### src/rtl/rs_entry_rpl_pkg.sv
// Shared types for the replayable reservation-station entry: ROB ids and their
// age compare, wakeup packets, source/entry payloads and the entry FSM encoding.
package rs_entry_rpl_pkg;

  localparam int IPRF_NUM_WRITES = 2;
  localparam int PRF_IDX_W       = 6;
  localparam int ROB_IDX_W       = 6;
  localparam int MAX_SRCS        = 3;
  localparam int DATA_W          = 16;
  localparam int UINSTR_W        = 16;

  typedef logic [PRF_IDX_W-1:0] t_prf_id;

  typedef struct packed {
    logic                 wrap;
    logic [ROB_IDX_W-1:0] idx;
  } t_rob_id;

  typedef struct packed {
    t_prf_id pdst;
  } t_prf_wr_pkt;

  typedef enum logic [0:0] {
    OPT_NONE = 1'b0,
    OPT_REG  = 1'b1
  } t_optype;

  typedef struct packed {
    logic    psrc_pend;
    t_prf_id psrc;
    t_optype descr;
  } t_rs_src_trk_static;

  typedef struct packed {
    logic [UINSTR_W-1:0]                    uinstr;
    t_rob_id                                robid;
    t_prf_id                                pdst;
    t_rs_src_trk_static [MAX_SRCS-1:0]      src;
  } t_rs_entry_static;

  typedef struct packed {
    logic [UINSTR_W-1:0]                    uinstr;
    t_rob_id                                robid;
    t_prf_id                                pdst;
    logic [MAX_SRCS-1:0][DATA_W-1:0]        vals;
    logic [3:0]                             meta;
  } t_uinstr_iss;

  typedef enum logic [1:0] {
    IDLE   = 2'd0,
    VALID  = 2'd1,
    ISSUED = 2'd2
  } t_rs_ent_fsm;

  // a is younger than or equal to b; the wrap bit flips each time the ROB index wraps
  function automatic logic rob_younger_eq(input t_rob_id a, input t_rob_id b);
    logic res_s;
    if (a.wrap == b.wrap) begin
      res_s = (a.idx >= b.idx);
    end else begin
      res_s = (a.idx < b.idx);
    end
    return res_s;
  endfunction

endpackage

### src/rtl/rs_entry_rpl_src_trk.sv
// Per-source readiness tracker: holds the pending bit, clears it on a matching
// write-back wakeup and bypasses a wakeup that lands in the allocation cycle.
module rs_entry_rpl_src_trk
  import rs_entry_rpl_pkg::*;
#(
  parameter bit SRC_USED = 1'b1
) (
  input  logic                                    clk,
  input  logic                                    reset,
  input  logic                                    alloc_rs0,
  input  logic                                    active,
  input  t_rs_src_trk_static                      alloc_src_rs0,
  input  t_prf_id                                 psrc,
  input  logic [IPRF_NUM_WRITES-1:0]              iprf_wr_en_ro0,
  input  t_prf_wr_pkt [IPRF_NUM_WRITES-1:0]       iprf_wr_pkt_ro0,
  output logic                                    ready_rs1
);

  logic pend_r;
  logic pend_nxt_s;
  logic alloc_hit_s;
  logic trk_hit_s;

  // wakeup compare against both the incoming and the captured source tag
  always_comb begin
    alloc_hit_s = 1'b0;
    trk_hit_s   = 1'b0;
    for (int i = 0; i < IPRF_NUM_WRITES; i++) begin
      alloc_hit_s = alloc_hit_s | (iprf_wr_en_ro0[i] & (iprf_wr_pkt_ro0[i].pdst == alloc_src_rs0.psrc));
      trk_hit_s   = trk_hit_s   | (iprf_wr_en_ro0[i] & (iprf_wr_pkt_ro0[i].pdst == psrc));
    end
    if (alloc_rs0) begin
      pend_nxt_s = SRC_USED & (alloc_src_rs0.descr == OPT_REG) & alloc_src_rs0.psrc_pend & ~alloc_hit_s;
    end else if (active & trk_hit_s) begin
      pend_nxt_s = 1'b0;
    end else begin
      pend_nxt_s = pend_r;
    end
  end

  // pending bit register
  always_ff @(posedge clk or negedge reset) begin
    if (!reset) begin
      pend_r <= 1'b1;
    end else begin
      pend_r <= pend_nxt_s;
    end
  end

  assign ready_rs1 = ~pend_r;

endmodule

### src/rtl/rs_entry_rpl.sv
// One reservation-station slot with N tracked sources, replay after issue,
// ROB-ordered flush and a saturating age counter for oldest-first select.
module rs_entry_rpl
  import rs_entry_rpl_pkg::*;
#(
  parameter int NUM_SRCS   = 2,
  parameter int REPLAY_WIN = 2,
  parameter int AGE_W      = 4
) (
  input  logic                                    clk,
  input  logic                                    reset,
  input  logic [IPRF_NUM_WRITES-1:0]              iprf_wr_en_ro0,
  input  t_prf_wr_pkt [IPRF_NUM_WRITES-1:0]       iprf_wr_pkt_ro0,
  input  logic                                    e_alloc_rs0,
  input  t_rs_entry_static                        q_alloc_static_rs0,
  input  logic                                    e_cancel_rs,
  input  logic                                    flush_valid,
  input  t_rob_id                                 flush_robid,
  input  logic                                    e_gnt_issue_rs1,
  output logic                                    e_valid,
  output t_rs_entry_static                        e_static,
  output logic                                    e_req_issue_rs1,
  output t_uinstr_iss                             e_issue_pkt_rs1,
  output logic [AGE_W-1:0]                        e_age,
  output logic                                    e_dealloc
);

  localparam int WIN_W = $clog2(REPLAY_WIN + 1);

  t_rs_ent_fsm        state_r;
  t_rs_ent_fsm        state_nxt_s;
  logic [WIN_W-1:0]   win_cnt_r;
  logic [AGE_W-1:0]   age_r;
  t_rs_entry_static   e_static_r;
  logic [MAX_SRCS-1:0] src_rdy_s;
  logic               kill_s;
  logic               alloc_take_s;
  logic               active_s;
  logic               win_last_s;
  logic               cancel_ok_s;

  assign active_s     = (state_r != IDLE);
  assign alloc_take_s = e_alloc_rs0 & (state_r == IDLE);
  assign kill_s       = flush_valid & active_s & rob_younger_eq(e_static_r.robid, flush_robid);
  assign win_last_s   = (win_cnt_r == WIN_W'(REPLAY_WIN - 1));
  assign cancel_ok_s  = e_cancel_rs & (win_cnt_r < WIN_W'(REPLAY_WIN));

  for (genvar s = 0; s < MAX_SRCS; s++) begin : g_src
    rs_entry_rpl_src_trk #(
      .SRC_USED ((s < NUM_SRCS) ? 1'b1 : 1'b0)
    ) u_trk (
      .clk             (clk),
      .reset           (reset),
      .alloc_rs0       (alloc_take_s),
      .active          (active_s),
      .alloc_src_rs0   (q_alloc_static_rs0.src[s]),
      .psrc            (e_static_r.src[s].psrc),
      .iprf_wr_en_ro0  (iprf_wr_en_ro0),
      .iprf_wr_pkt_ro0 (iprf_wr_pkt_ro0),
      .ready_rs1       (src_rdy_s[s])
    );
  end

  // state register
  always_ff @(posedge clk or negedge reset) begin
    if (!reset) begin
      state_r <= IDLE;
    end else begin
      state_r <= state_nxt_s;
    end
  end

  // next state: flush wins over grant, cancel and window expiry; a grant racing a flush is dropped
  always_comb begin
    state_nxt_s = state_r;
    case (state_r)
      IDLE: begin
        if (e_alloc_rs0) state_nxt_s = VALID;
        else             state_nxt_s = IDLE;
      end
      VALID: begin
        if (kill_s)                               state_nxt_s = IDLE;
        else if (e_gnt_issue_rs1 & ~flush_valid)  state_nxt_s = ISSUED;
        else                                      state_nxt_s = VALID;
      end
      ISSUED: begin
        if (kill_s)           state_nxt_s = IDLE;
        else if (cancel_ok_s) state_nxt_s = VALID;
        else if (win_last_s)  state_nxt_s = IDLE;
        else                  state_nxt_s = ISSUED;
      end
      default: state_nxt_s = IDLE;
    endcase
  end

  // FSM outputs
  always_comb begin
    e_valid         = active_s;
    e_req_issue_rs1 = (state_r == VALID) & (&src_rdy_s) & ~flush_valid;
    e_dealloc       = active_s & (state_nxt_s == IDLE);
  end

  // replay window counter, restarted by each accepted grant
  always_ff @(posedge clk or negedge reset) begin
    if (!reset) begin
      win_cnt_r <= {WIN_W{1'b0}};
    end else if ((state_r == VALID) & e_gnt_issue_rs1) begin
      win_cnt_r <= {WIN_W{1'b0}};
    end else if (state_r == ISSUED) begin
      win_cnt_r <= win_cnt_r + WIN_W'(1);
    end else begin
      win_cnt_r <= win_cnt_r;
    end
  end

  // saturating age; replay does not restart it
  always_ff @(posedge clk or negedge reset) begin
    if (!reset) begin
      age_r <= {AGE_W{1'b0}};
    end else if (alloc_take_s) begin
      age_r <= {AGE_W{1'b0}};
    end else if (active_s & (age_r != {AGE_W{1'b1}})) begin
      age_r <= age_r + AGE_W'(1);
    end else begin
      age_r <= age_r;
    end
  end

  // payload capture; contents are meaningless while the slot is idle
  always_ff @(posedge clk) begin
    if (alloc_take_s) begin
      e_static_r <= q_alloc_static_rs0;
    end else begin
      e_static_r <= e_static_r;
    end
  end

  // issue packet drawn straight from the captured payload
  always_comb begin
    e_issue_pkt_rs1        = '0;
    e_issue_pkt_rs1.uinstr = e_static_r.uinstr;
    e_issue_pkt_rs1.robid  = e_static_r.robid;
    e_issue_pkt_rs1.pdst   = e_static_r.pdst;
  end

  assign e_static = e_static_r;
  assign e_age    = age_r;

endmodule

### config.mk
export PLATFORM = sky130hd
export DESIGN_NAME = rs_entry_rpl
export DESIGN_NICKNAME = d
export VERILOG_FILES = /design/src/rtl/rs_entry_rpl_pkg.sv /design/src/rtl/rs_entry_rpl_src_trk.sv /design/src/rtl/rs_entry_rpl.sv
export SDC_FILE = /design/constraint.sdc
export NUM_CORES = 1
export LEC_CHECK = 0
export ABC_AREA = 1
export BUFFER_PORTS_ARGS = -buffer_cell sky130_fd_sc_hd__buf_4
export CORE_MARGIN = 5
export CORE_UTILIZATION = 36
export DETAILED_ROUTE_END_ITERATION = 7
export PLACE_DENSITY = 0.68
export SLEW_MARGIN = 20
export SYNTH_ARGS = -nofsm -noshare
export SYNTH_HDL_FRONTEND = slang
export SYNTH_SLANG_ARGS = --single-unit
### constraint.sdc
create_clock -name clk -period 5.7 [get_ports clk]
set_clock_uncertainty 0.1 [all_clocks]
set_input_delay 0.57 -clock clk [delete_from_list [all_inputs] [get_ports clk]]
set_output_delay 0.57 -clock clk [all_outputs]
set_load 0.01 [all_outputs]
==> flow_metrics.env, run 1 <==
export IMPL_core_um2=10370
export IMPL_fillers=996
export IMPL_relSlewSlack_pct=51.97
export IMPL_net_switching_power_mw=0.6030
export IMPL_irDropWorstVdd_v=0.0001783
export IMPL_grt_total_usage_pct=16.21
export IMPL_post_route_drc_count=0
export IMPL_grt_overflow_total=0
export IMPL_ys_ff_latch=64
export IMPL_final_common_cell="buf_4"
export IMPL_critPathRequiredTime_ns=5.03
export IMPL_n_antenna_cell=0
export IMPL_grt_pass1_wl_um=16260
export IMPL_rows=37
export IMPL_fp_dieH_um=113.1
export IMPL_hp_class="in -> reg"
export IMPL_whs_ns=0.2967
export IMPL_critPathCaptureType="output pin"
export IMPL_path_class="reg -> out"
export IMPL_setup_viol=0
export IMPL_cts_root_buf="clkbuf_8"
export IMPL_clkSinkCount=64
export IMPL_regArea_um2=1871
export IMPL_clk_path_buf_depth=2
export IMPL_crit_arrival_ns=2.01
export IMPL_power_frac_comb_pct=36.8
export IMPL_yosys_warnings=0
export IMPL_cap_violations=0
export IMPL_initialDrtViolationCount=125
export IMPL_post_cts_resize_count=0
export IMPL_via_per_inst=4.555
export IMPL_cts_inserted_buffers=9
export IMPL_power_mw=1.679
export IMPL_drive_above_1_share_pct=34.62
export IMPL_path_clk_slew_ns=0.07
export IMPL_max_freq_mhz=372.9
export IMPL_place_gp_congestion=0.8368
export IMPL_grt_pass1_vias=3263
export IMPL_insertion_delay_ns=0.34
export IMPL_drt_pass1_iterations=5
export IMPL_cts_tree="built"
export IMPL_ios=221
export IMPL_wire_per_inst_um=15.02
export IMPL_layout_common_cells="169 x buf_4, 89 x nand2_1, 53 x edfxtp_1"
export IMPL_antenna_found_initial=0
export IMPL_seq_power_share_pct=43.5
export IMPL_fin_cells=708
export IMPL_power_density_nw_per_um2=335.6
export IMPL_io_buffers=168
export IMPL_period_minus_slack_ns=2.682
export IMPL_dp_cells=691
export IMPL_place_ws_ns=3.139
export IMPL_clkPwrFrac_pct=19.7
export IMPL_nets=655
export IMPL_startpoint_type="register"
export IMPL_syn_avg_cell_area_um2=9.116
export IMPL_multi_input_area_um2=1328
export IMPL_drtAntennaViolNets=0
export IMPL_ys_seq_area_share_pct=48.86
export IMPL_ys_types=28
export IMPL_post_cts_setup_buffers=0
export IMPL_postSynthCellCount=420
export IMPL_synth_area_um2=3829
export IMPL_setup_ws_ns=3.018
export IMPL_dieArea_um2=12800
export IMPL_period_share_pct=47.05
export IMPL_maxSlewViolCount=0
export IMPL_max_slew_worst_pin_slew_ns=0.7204
export IMPL_cts_max_level=3
export IMPL_grt_max_degree=56
export IMPL_status="finished clean"
export IMPL_rsz0062_at_grt="no"
export IMPL_initial_core_util_pct=36.92
export IMPL_tns_ns=0
export IMPL_power_leakage_nw=2.453
export IMPL_dr_total_vias=3225
export IMPL_finalHoldViolations=0
export IMPL_syn_to_final_growth_pct=30.72
export IMPL_crit_fanout=3
export IMPL_netSwitchingFraction_pct=35.90
export IMPL_dpl_hpwl_um=8606
export IMPL_wirelength_um=10630
export IMPL_fp_dieW_um=113.1
export IMPL_power_internal_mw=1.076
-- final timing paths --
kind | from | endpoint | slack (ns) | depth (start not counted)
min in group asynchronous | reset | e_age[0]$_DFFE_PN0P_ | 0.50 | 2
worst max-delay path | e_issue_pkt_rs1[62]$_DFFE_PP_ | e_dealloc | 3.02 | 12
max in group asynchronous | reset | g_src[0].u_trk.pend_r$_DFFE_PN1P_ | 4.77 | 2
worst max register to register | state_r[1]$_DFF_PN0_ | e_issue_pkt_rs1[63]$_DFFE_PP_ | 3.64 | 4
worst min-delay path | q_alloc_static_rs0[50] | e_issue_pkt_rs1[78]$_DFFE_PP_ | 0.30 | 1
worst min register to register | g_src[2].u_trk.pend_r$_DFFE_PN1P_ | g_src[2].u_trk.pend_r$_DFFE_PN1P_ | 0.36 | 2
-- power by group through the flow --
stage	clock network (mW)	registers [mW]	logic, mW
2_1_floorplan	0	0.763	0.341
3_3_place_gp	0	0.735	0.613
3_5_place_dp	0	0.741	0.627
4_1_cts	0.345	0.732	0.629
5_1_grt	0.367	0.747	0.685
6_report	0.331	0.730	0.618
-- repair_timing --
item	CTS	global route
hold buffers	1	0
endpoints found under the hold margin	8	0
endpoints found under the setup margin	0	0
-- metal layers --
| metal | wire length, um | vias up | GRT usage, % |
|---|---|---|---|
| li1 | - | 1540 | - |
| met1 | 3953 | 1453 | 18.40 |
| met2 | 5214 | 216 | 28.16 |
| met3 | 1355 | 16 | 6.417 |
| met4 | 110 | 0 | 4.728 |
| met5 | 0 | - | 0 |
-- metrics by stage --
| step | utilization (%) | instance area (um^2) |
|---|---|---|
| 2_1_floorplan | - | 4020 |
| 3_5_place_dp | 46.59 | 4831 |
| 5_1_grt | 48.26 | 5005 |
| 4_1_cts | 48.26 | 5005 |
| 6_report | 48.26 | 5005 |
| 3_3_place_gp | 46.59 | 4831 |
-- Yosys cell counts (all sizes together) --
library cell  instances  area [um^2]
a21oi                 9        45.04
buf                  85        628.1
conb                  1        3.750
dfrtp                 8        200.2
dfstp                 3        78.83
edfxtp               53         1592
ha                    8        100.1
inv                  51        193.9
nand2                89        334.1
nand3                15        75.07
nand4                 7        43.79
nor2                 25        96.35
nor3                 10        50.05
nor3b                 1        7.510
nor4                  2        12.51
o2111ai               2        17.52
o211ai                4        30.03
o21ai                13        65.06
o22ai                11        68.82
or2                   6        37.54
xnor2                 1        8.760
xor2                 16        140.1
-- cell type report --
type,instances,share of cell area (%)
sequential,64,37.37
multi-input combinational,271,26.52
timing repair buffer,170,25.55
inverter,51,3.875
tap,136,3.400
clock buffer,10,2.550
clock inverter,6,0.7250
-- cells by family after synthesis --
group / count (synthesis) / synth area share [%]
simple gates: 155 / 17.16
buf+inv: 136 / 21.47
flops: 64 / 48.86
compound gates: 39 / 5.915
xor+xnor: 17 / 3.889
fa+ha+maj: 8 / 2.614
other cells: 1 / 0.09795
-- sequential cells by signal (all words and copies together) (netlist names) --
register,cells
g_src.u_trk.pend_r,3
e_static,24
state_r,2
e_issue_pkt_rs1,29
e_age,4
win_cnt_r,2
-- worst max-delay path, stage by stage (launching register included) --
cell and delay (ns):
edfxtp_1 0.45, ha_1 0.30, nand2_1 0.06, nor2_1 0.15, nand2_1 0.09, inv_1 0.06
nor2_1 0.03, nand2_1 0.05, nand3_1 0.08, nand2_1 0.06, nand2_1 0.08, nor2_1 0.12
buf_4 0.13
Note: power is estimated with default switching activity, not from simulation.
==> run 2: changes to the inputs <==
--- a/config.mk
+++ b/config.mk
@@ -10,7 +10,7 @@
 export CORE_MARGIN = 5
 export CORE_UTILIZATION = 36
 export DETAILED_ROUTE_END_ITERATION = 7
-export PLACE_DENSITY = 0.68
+export PLACE_DENSITY = 0.7
 export SLEW_MARGIN = 20
 export SYNTH_ARGS = -nofsm -noshare
 export SYNTH_HDL_FRONTEND = slang
==> constraint.sdc (replaced) <==
create_clock -name clk -period 2.15 [get_ports clk]
set_clock_uncertainty 0.1 [all_clocks]
set_input_delay 0.215 -clock clk [delete_from_list [all_inputs] [get_ports clk]]
set_output_delay 0.215 -clock clk [all_outputs]
set_load 0.01 [all_outputs]
==> run 2 against run 1 <==
Against the previous run:
- the run now ends with setup timing left
- setup slack worse by 3.1 ns
- final area is 14% higher
- count of clock-buffer cells in the layout is 1 lower
- sequential cell count stayed put
- via count is 8.3% higher
- register-to-register slack worse by 3.1 ns
- sequential power grew to 2.6 times the previous value
- final cell count is 8.3% higher
- worst hold slack worse by 0.19 ns
- critical path type unchanged
- highest routed layer unchanged
==> flow_metrics.env, run 2 (synthesis results as in run 1) <==
export IMPL_status="finished, violations left"
export IMPL_violations="setup timing"
export IMPL_nets=714
export IMPL_dpl_hpwl_um=8565
export IMPL_initial_core_util_pct=36.92
export IMPL_period_share_pct=105.4
export IMPL_use_met1_pct=18.46
export IMPL_dr_total_vias=3494
export IMPL_dieArea_um2=12800
export IMPL_wirelength_um=11640
export IMPL_startpoint_type="register"
export IMPL_r2r_start="state_r[1]$_DFF_PN0_"
export IMPL_fillers=921
export IMPL_grt_max_degree=32
export IMPL_power_mw=4.942
export IMPL_initialDrtViolationCount=157
export IMPL_max_freq_mhz=441.4
export IMPL_setup_viol=1
export IMPL_met2_usage_pct=32.42
export IMPL_drtAntennaViolNets=0
export IMPL_critPathCaptureType="output pin"
export IMPL_startpoint="e_issue_pkt_rs1[61]$_DFFE_PP_"
export IMPL_crit_fanout=2
export IMPL_cts_root_buf="clkbuf_8"
export IMPL_regArea_um2=1871
export IMPL_cts_inserted_buffers=9
export IMPL_setup_ws_ns=-0.1157
export IMPL_syn_to_final_growth_pct=49.12
export IMPL_critPathRequiredTime_ns=1.84
export IMPL_rows=37
export IMPL_worstHoldStart="e_gnt_issue_rs1"
export IMPL_whs_ns=0.1049
export IMPL_cts_max_level=3
export IMPL_finalHoldViolations=0
export IMPL_utilization_pct=55.06
export IMPL_path_clk_slew_ns=0.08
export IMPL_insertion_delay_ns=0.34
export IMPL_core_um2=10370
export IMPL_place_gp_congestion=0.8913
export IMPL_fp_dieH_um=113.1
export IMPL_power_density_nw_per_um2=865.6
export IMPL_wire_per_inst_um=15.18
export IMPL_cts_tree="built"
export IMPL_drt_pass1_iterations=4
export IMPL_grt_pass1_wl_um=17600
export IMPL_post_dp_cell_area_um2=4862
export IMPL_post_route_drc_count=0
export IMPL_grt_pass1_vias=3604
export IMPL_rsz0062_at_grt="yes"
export IMPL_antenna_found_initial=0
export IMPL_n_antenna_cell=0
export IMPL_io_buffers=168
export IMPL_cap_violations=0
export IMPL_clkSinkCount=64
export IMPL_maxSlewViolCount=0
export IMPL_grt_overflow_total=0
export IMPL_period_minus_slack_ns=2.266
export IMPL_path_class="reg -> out"
export IMPL_multi_input_area_um2=1385
export IMPL_grt_use_met3_pct=5.241
export IMPL_final_common_cell="buf_4"
export IMPL_layout_common_cells="174 x buf_4, 85 x nand2_1, 54 x dlygate4sd3_1"
export IMPL_drive_above_1_share_pct=34.07
export IMPL_power_leakage_nw=2.745
export IMPL_clk_path_buf_depth=2
export IMPL_design_area_um2=5709
export IMPL_irDropWorstVdd_v=0.0005133
export IMPL_grt_total_usage_pct=17.43
export IMPL_ios=221
export IMPL_grt_busiest_layer="met2"
export IMPL_fp_dieW_um=113.1
export IMPL_largest_reg_flops=29
export IMPL_hp_class="in -> reg"
export IMPL_crit_arrival_ns=1.95
export IMPL_via_per_inst=4.555
run 2: cell count changes in the layout (fill, tap and decap cells not counted), moves of 2 or more:
cell and delta:
buf_4 +5, bufinv_16 +2, nand2_1 -4, ha_4 +2, nand3_1 -2, nand3_2 +2
dlygate4sd3_1 +53, nand2_2 +3, ha_1 -2, clkinv_4 +2, clkinvlp_4 -2
run 2: per-layer routing:
metal	vias up	wire length, um
li1	1657	-
met1	1596	4157
met2	217	5976
met3	24	1243
met4	0	262
met5	-	0
run 2: layout make-up:
class,instances,area share (%)
Sequential cell,64,32.76
Timing Repair Buffer,229,32.70
Clock inverter,7,1.666
Tap cell,136,2.980
Multi-Input combinational cell,271,24.26
Inverter,51,3.463
Clock buffer,9,2.170
run 2: worst paths after layout:
path                                                endpoint  slack, ns  cells past startpoint
setup / recovery                                   e_dealloc      -0.12                     12
hold / removal                      win_cnt_r[0]$_DFFE_PN0P_       0.10                      4
setup reg to reg                       e_static[6]$_DFFE_PP_       0.52                      4
hold reg to reg            g_src[2].u_trk.pend_r$_DFFE_PN1P_       0.36                      2
max in group asynchronous  g_src[0].u_trk.pend_r$_DFFE_PN1P_       1.57                      2
min in group asynchronous               e_age[2]$_DFFE_PN0P_       0.15                      2
run 2: power breakdown:
group          switching (mW)  internal, mW  total (mW)
combinational           0.988         0.864        1.85
sequential              0.220          1.71        1.93
clock                   0.506         0.655        1.16
run 2: timing repair:
action                     CTS  global route
hold buffers                54             0
gates resized for setup      2            10
pin swaps                    1             8
setup buffers                4             0
hold endpoints to repair    64             0
setup endpoints to repair    1             1
run 2: through the flow:
stage	TNS, ns	cells	setup WS, ns
floorplan	0	471	0.1796
detailed placement	0	693	0.2209
finish	-0.1157	767	-0.1157
global route	-0.2164	767	-0.2164
global placement	0	693	0.2940
CTS	-0.1080	767	-0.1080
run 2: worst max-delay path, cell delays in order (launching register included):
cell	delay [ns]
edfxtp_1	0.41
ha_1	0.32
nand2_1	0.09
nor2_4	0.11
nand2_2	0.07
inv_2	0.04
nor2_1	0.03
nand2_1	0.06
nand3_2	0.09
nand2_2	0.08
nand3_2	0.06
nor2_1	0.10
buf_4	0.13
